$ cat config.mk
export PLATFORM = sky130hd
export DESIGN_NAME = fetch_unit
export DESIGN_NICKNAME = d
export VERILOG_FILES = /design/src/rtl/mips_pkg.sv /design/src/rtl/fetch_unit_next_pc_logic.sv /design/src/rtl/fetch_unit.sv
export SDC_FILE = /design/constraint.sdc
export NUM_CORES = 1
export LEC_CHECK = 0
export CORE_AREA = 3 3 119 121
export DETAILED_ROUTE_END_ITERATION = 8
export DIE_AREA = 0 0 122 124
export GPL_TIMING_DRIVEN = 1
export MAX_ROUTING_LAYER = met4
export PLACE_DENSITY_LB_ADDON = 0.3
export SYNTH_ARGS = -nofsm -noshare
export SYNTH_HDL_FRONTEND = slang
export SYNTH_HIERARCHICAL = 1
export SYNTH_SLANG_ARGS = --single-unit
$ cat constraint.sdc
create_clock -name clk -period 3.4 [get_ports clk]
set_clock_uncertainty 0.2 [all_clocks]
set_input_delay 0.51 -clock clk [delete_from_list [all_inputs] [get_ports clk]]
set_output_delay 0.51 -clock clk [all_outputs]
set_load 0.01 [all_outputs]
$ cat src/rtl/mips_pkg.sv
// Shared fetch-stage definitions: state encoding, default geometry, NOP and opcode constants.
package mips_pkg;

  typedef enum logic [1:0] {
    ST_BOOT  = 2'd0,
    ST_RUN   = 2'd1,
    ST_STALL = 2'd2,
    ST_HALT  = 2'd3
  } fetch_state_e;

  localparam logic [31:0] RESET_PC_DEFAULT  = 32'h0000_0000;
  localparam int          MEM_WORDS_DEFAULT = 64;
  localparam logic [31:0] NOP               = 32'h0000_0000;
  localparam logic [5:0]  OP_J              = 6'h02;
  localparam logic [5:0]  OP_BEQ            = 6'h04;

  // A PC is unfetchable when past the end of memory or not word aligned.
  function automatic logic pc_fault(input logic [31:0] pc, input logic [31:0] limit);
    return (pc >= limit) || (pc[1:0] != 2'b00);
  endfunction

endpackage

$ cat src/rtl/fetch_unit_next_pc_logic.sv
// Combinational next-PC selection: jump beats branch beats sequential.
module next_pc_logic (
  input  logic [31:0] pc,
  input  logic        branch_taken,
  input  logic [31:0] branch_offset,
  input  logic        jump,
  input  logic [25:0] jump_index,
  output logic [31:0] next_pc,
  output logic [31:0] pc_plus4,
  output logic        self_jump
);

  logic [31:0] seq_s;
  logic [31:0] branch_tgt_s;
  logic [31:0] jump_tgt_s;

  assign seq_s        = pc + 32'd4;
  assign branch_tgt_s = seq_s + (branch_offset << 5'd2);
  assign jump_tgt_s   = {seq_s[31:28], jump_index, 2'b00};

  // Priority select of the next fetch address.
  always_comb begin
    next_pc = seq_s;
    if (jump) begin
      next_pc = jump_tgt_s;
    end else if (branch_taken) begin
      next_pc = branch_tgt_s;
    end else begin
      next_pc = seq_s;
    end
  end

  assign pc_plus4  = seq_s;
  assign self_jump = jump && (jump_tgt_s == pc);

endmodule

$ cat src/rtl/fetch_unit.sv
// PC register and fetch-control FSM in front of instruction memory.
// Optional performance counters enabled by defining FETCH_PERF_EN.
module fetch_unit
  import mips_pkg::*;
#(
  parameter logic [31:0] RESET_PC  = RESET_PC_DEFAULT,
  parameter int          MEM_WORDS = MEM_WORDS_DEFAULT
) (
  input  logic        clk,
  input  logic        rst_n,
  input  logic        stall,
  input  logic        branch_taken,
  input  logic [31:0] branch_offset,
  input  logic        jump,
  input  logic [25:0] jump_index,
  output logic [31:0] address,
  input  logic [31:0] instruction,
  output logic [31:0] instr_out,
  output logic [31:0] pc_plus4,
  output logic        valid,
  output logic        halted,
  output logic [31:0] retired_cnt,
  output logic [31:0] stall_cnt
);

  localparam logic [31:0] PC_LIMIT = 32'(MEM_WORDS * 4);

  fetch_state_e state_r, state_nxt_s;
  logic [31:0]  pc_r, pc_nxt_s;
  logic [31:0]  next_pc_s, pc_plus4_s;
  logic         self_jump_s, fault_s, valid_s;

  next_pc_logic u_next_pc (
    .pc            (pc_r),
    .branch_taken  (branch_taken),
    .branch_offset (branch_offset),
    .jump          (jump),
    .jump_index    (jump_index),
    .next_pc       (next_pc_s),
    .pc_plus4      (pc_plus4_s),
    .self_jump     (self_jump_s)
  );

  assign fault_s = pc_fault(pc_r, PC_LIMIT);

  // Next-state, next-PC and valid decode; a bad PC outranks stall.
  always_comb begin
    state_nxt_s = state_r;
    pc_nxt_s    = pc_r;
    valid_s     = 1'b0;
    case (state_r)
      ST_BOOT: state_nxt_s = ST_RUN;
      ST_RUN: begin
        if (fault_s) begin
          state_nxt_s = ST_HALT;
        end else if (stall) begin
          state_nxt_s = ST_STALL;
        end else begin
          valid_s  = 1'b1;
          pc_nxt_s = next_pc_s;
          if (self_jump_s) begin
            state_nxt_s = ST_HALT;
          end else begin
            state_nxt_s = ST_RUN;
          end
        end
      end
      ST_STALL: begin
        if (stall) begin
          state_nxt_s = ST_STALL;
        end else begin
          state_nxt_s = ST_RUN;
        end
      end
      ST_HALT: state_nxt_s = ST_HALT;
      default: state_nxt_s = ST_BOOT;
    endcase
  end

  // State and PC registers.
  always_ff @(posedge clk or negedge rst_n) begin
    if (!rst_n) begin
      state_r <= ST_BOOT;
      pc_r    <= RESET_PC;
    end else begin
      state_r <= state_nxt_s;
      pc_r    <= pc_nxt_s;
    end
  end

  assign address   = pc_r;
  assign pc_plus4  = pc_plus4_s;
  assign valid     = valid_s;
  assign instr_out = valid_s ? instruction : NOP;
  assign halted    = (state_r == ST_HALT);

`ifdef FETCH_PERF_EN
  logic [31:0] retired_r, stall_r;

  // Free-running wrap-around event counters.
  always_ff @(posedge clk or negedge rst_n) begin
    if (!rst_n) begin
      retired_r <= 32'h0;
      stall_r   <= 32'h0;
    end else begin
      if (valid_s) begin
        retired_r <= retired_r + 32'd1;
      end else begin
        retired_r <= retired_r;
      end
      if (state_r == ST_STALL) begin
        stall_r <= stall_r + 32'd1;
      end else begin
        stall_r <= stall_r;
      end
    end
  end

  assign retired_cnt = retired_r;
  assign stall_cnt   = stall_r;
`else
  assign retired_cnt = 32'h0;
  assign stall_cnt   = 32'h0;
`endif

endmodule

==> metrics.md <==
| Metric | Value |
|---|---|
| R2R setup slack | -290 ps |
| Worst Hold End | state_r[0] |
| Initial antenna violation count | 0 |
| Hold-fix buffers at CTS | 0 |
| Ys flop type | dfrtp_1 |
| Post-synthesis simple-gate area fraction | 0.221 |
| Cell taking the most area after synthesis | dfrtp_1 |
| Internal Power | 1.31 mW |
| Vias in the first global route | 5,738 |
| Drt via density | 5.20 |
| GRT Resource Usage Total | 0.252 |
| I/O pin total | 257 |
| Chip Width | 122 um |
| Setup_tns | -1980 ps |
| Area of the die | 15,100 um2 |
| Num CTS Buffers | 5 |
| Peak supply drop | 0.180 mV |
| Max incr delay on CP | 400 ps |
| Clk sink count | 34 |
| Kind of critical path | flop to flop |
| Warnings from Yosys | 6 |
| Comb pwr share | 0.557 |
| Hold crit path type | flop to flop |
| Largest net degree at the start of global routing | 37 |
| Number of synthesized register bits | 34 |
| Standard cell core area | 13,200 um2 |
| Setup crit end kind | flop |
| # diodes | 0 |
| Area of the multi-input gates | 4340 um2 |
| Maximum root-to-sink buffer count | 2 |
| Reported net switching power | 745 uW |
| Tmin final | 3690 ps |
| Netlist cell types | 67 |
| Achievable Freq | 271 MHz |
| FF-to-FF path depth | 17 |
| Number of synthesized flops with an enable pin | 0 |
| Share of the synthesized area in the top cell type | 0.175 |
| Layout fillers | 1,060 |
| Post-synthesis async set-or-reset flop share | 1.00 |
| Routability cong. | 0.954 |
| Min-delay src | state_r[0] |
| Arrival @ worst endpoint | 3710 ps |
| WL/cell | 18.1 um |
| Worst setup SP type | flop |
| Non-Filler Instances | 1,121 |
| WL final | 20,300 um |
| Flop pwr share | 0.219 |
| Drt pass-1 iters | 5 |
| Initial Util | 0.369 |
| Failing checks | setup timing |
| CTS tree | yes |
| R2R Path End | address[29] |
| Clock share of power | 0.224 |
| Chip Height | 124 um |
| Synthesized area per cell | 7.99 um2 |
| Crit Reg-Reg Startpoint | address[8] |
| Compound-Gate Fraction of Synth Area | 0.224 |
| PwrDens | 234 nW/um2 |
| Final hold violations | 0 |
| Final WS setup | -288 ps |
| Multiplexer share of the synthesized area | 0.0226 |
| Most used cell, CP | a21o_1 |
| Post-DP HPWL | 15,400 um |
| Seq. cell area | 862 um2 |
| Reg clk slew, reported paths | 60 ps |
| Area Growth Syn to Fin | 80.5% |
| Largest family of logic cells by synthesized area | compound AO/OA/AOI/OAI gates |
| Crit-path slowest cell | ha_1 |
| Inst Count DP | 1,087 |
| Fin nets | 1,076 |
| Via Count | 5,833 |
| Cell Chain, Critical Path | and3_4 -> and4_4 -> buf_6 -> nand3_4 -> nor2_4 -> nand2_1 -> xnor2_1 -> ha_1 -> o211ai_2 -> a21oi_2 -> a221oi_4 -> a21o_4 -> a21boi_2 -> o21bai_1 -> a2111oi_2 -> a21o_1 -> a21o_1 |
| Slew at the pin closest to its max-slew limit | 556 ps |
| Switching Share | 0.363 |
| Max-slew violation count | 0 |
| CP Launch Point | address[8] |
| Root Driver | clkbuf_16 |
| Max-slew headroom | 0.628 |
| Endpoints failing setup | 20 |
| Hold path depth | 1 |
| Gate count after technology mapping | 609 |
| Synth Area in XOR/XNOR | 0.133 |
| Post-route ant nets | 0 |
| WP data required | 3420 ps |
| CP Max Fanout | 5 |
| Post-Syn Area | 4870 um2 |
| RSZ-0062 raised after global routing | true |
| DRT iter0 DRCs | 468 |
| Share of cells above drive strength 1 | 0.314 |
| Site Rows | 42 |
| Worst skew pair latency | 280 ps |
| I/O Buffers | 190 |
| Top cells by area in the synthesized netlist | dfrtp_1, buf_4, ha_1, xor2_1, xnor2_1 |
| Number of max-cap violations | 0 |
| Sequential cell area fraction in the yosys report | 0.175 |
| DRC | 0 |
| Adder-cell share of the synthesized area | 0.0967 |
| P_leak | 4.24 nW |
| Period utilization | 1.08 |
| H-tree lvl count | 2 |
| First-pass GRT wire length | 29,600 um |
| Status | finished with violations |
| Gr ovfl total | 0 |
## worst max-delay path by stage
stage,end,depth (start not counted)
after floorplan,address[30],15
after global placement,address[30],13
after detailed placement,address[30],13
after CTS,address[31],18
after global routing,address[30],18
final,address[29],17
## area by class of cell
| class | count | share of cell area |
|---|---|---|
| clock inverters | 1 | 0.000570 |
| multi-input cells | 543 | 0.494 |
| clock buffers | 7 | 0.0162 |
| repair buffers | 348 | 0.361 |
| inverters | 12 | 0.00513 |
| well taps | 176 | 0.0251 |
| flip-flops and latches | 34 | 0.0982 |
## layer usage
metal	share of wire	track usage	vias up
li1	-	-	2715
met1	0.40	0.322	2811
met2	0.52	0.427	272
met3	0.056	0.0259	35
met4	0.024	0.0700	0
met5	0	-	-
## worst max-delay path, delay by kind of cell (launching register included)
family	cells	cell delay, ps
buffers and inverters	1	110
adders and majority gates	1	400
DFF	1	350
AOI/OAI and AO/OA	9	1650
xor gates and xnor gates	1	170
and+or+nand+nor	5	740
## state kept, by name, summed over array words and instances (netlist names)
signal	flops
state_r	2
address	32
## power by group through the flow
stage | clock network (mW) | registers (mW) | logic (mW)
after floorplan | 0 | 0.486 | 0.495
after global placement | 0 | 0.453 | 0.965
after detailed placement | 0 | 0.455 | 0.984
after CTS | 0.463 | 0.449 | 1.05
after global routing | 0.482 | 0.452 | 1.22
final | 0.460 | 0.450 | 1.14
## logic make-up (layout without fill, tap and decap cells)
family                     Yosys count  after routing
adders and majority gates           37             37
muxes                               10             10
and+or+nand+nor                    199            199
buffers and inverters               95            368
AOI/OAI and AO/OA                  159            159
other                                1             64
xor gates and xnor gates            74             74
DFF                                 34             34
## timing repair
item	CTS	global route
gates cloned	1	0
endpoints found under the setup margin	58	60
setup buffers	13	12
pin swaps	41	49
gates resized for setup	67	73
## through the flow
step           hold slack, ps  instance area [um2]  total power [mW]  utilization  setup slack [ps]
2_1_floorplan            14.4                 5240             0.981            -              -231
3_3_place_gp              301                 7800              1.42        0.591              -523
3_5_place_dp              302                 7800              1.44        0.591              -596
4_1_cts                   339                 8360              1.96        0.634              -283
5_1_grt                   388                 8780              2.15        0.666              -445
6_report                  341                 8780              2.05        0.666              -288
## cells in the final DEF (no fill, tap or decap), types with 5 or more instances in the layout
cell             count
clkdlybuf4s50_1    181
buf_4              146
conb_1              64
a21o_1              40
nand2_1             37
and2_1              36
a21oi_1             29
ha_1                28
xor2_1              27
dfrtp_1             25
xnor2_1             24
nor2_1              21
o21ai_0             15
nand4_1             12
xnor2_2             11
a21oi_2             11
nand3_1             10
buf_6               10
inv_1               10
dfrtp_2              9
nor2_2               9
xor2_2               9
nor4_1               8
nor3_1               8
mux2_2               7
o21ai_1              7
dlymetal6s2s_1       6
and2_4               6
and3_4               6
clkbuf_16            5
o21a_1               5
and3_1               5
nand2_2              5
nor2b_1              5
o21ai_2              5
ha_4                 5
## Yosys cell counts, types with 2 or more instances
library cell and instances:
buf_4 69, and2_1 42, nand2_1 42, a21oi_1 41, a21o_1 40, xor2_1 38, ha_1 36, xnor2_1 36
dfrtp_1 34, nor2_1 33, o21ai_0 23, nand3_1 17, nand4_1 12, and3_1 11, inv_1 11, nor4_1 11
clkbuf_1 9, nor3_1 8, mux2_2 7, a2bb2oi_1 5, a31oi_1 5, nor2b_1 5, o21a_1 5, o22ai_1 5
and4_1 4, buf_2 4, nand2b_1 4, a21boi_0 3, o21ai_1 3, a21boi_2 2, a21oi_2 2, a41o_1 2
mux2i_1 2, o211ai_1 2, o21bai_1 2, o311ai_0 2, or3_1 2
(Power assumes the default switching activity.)
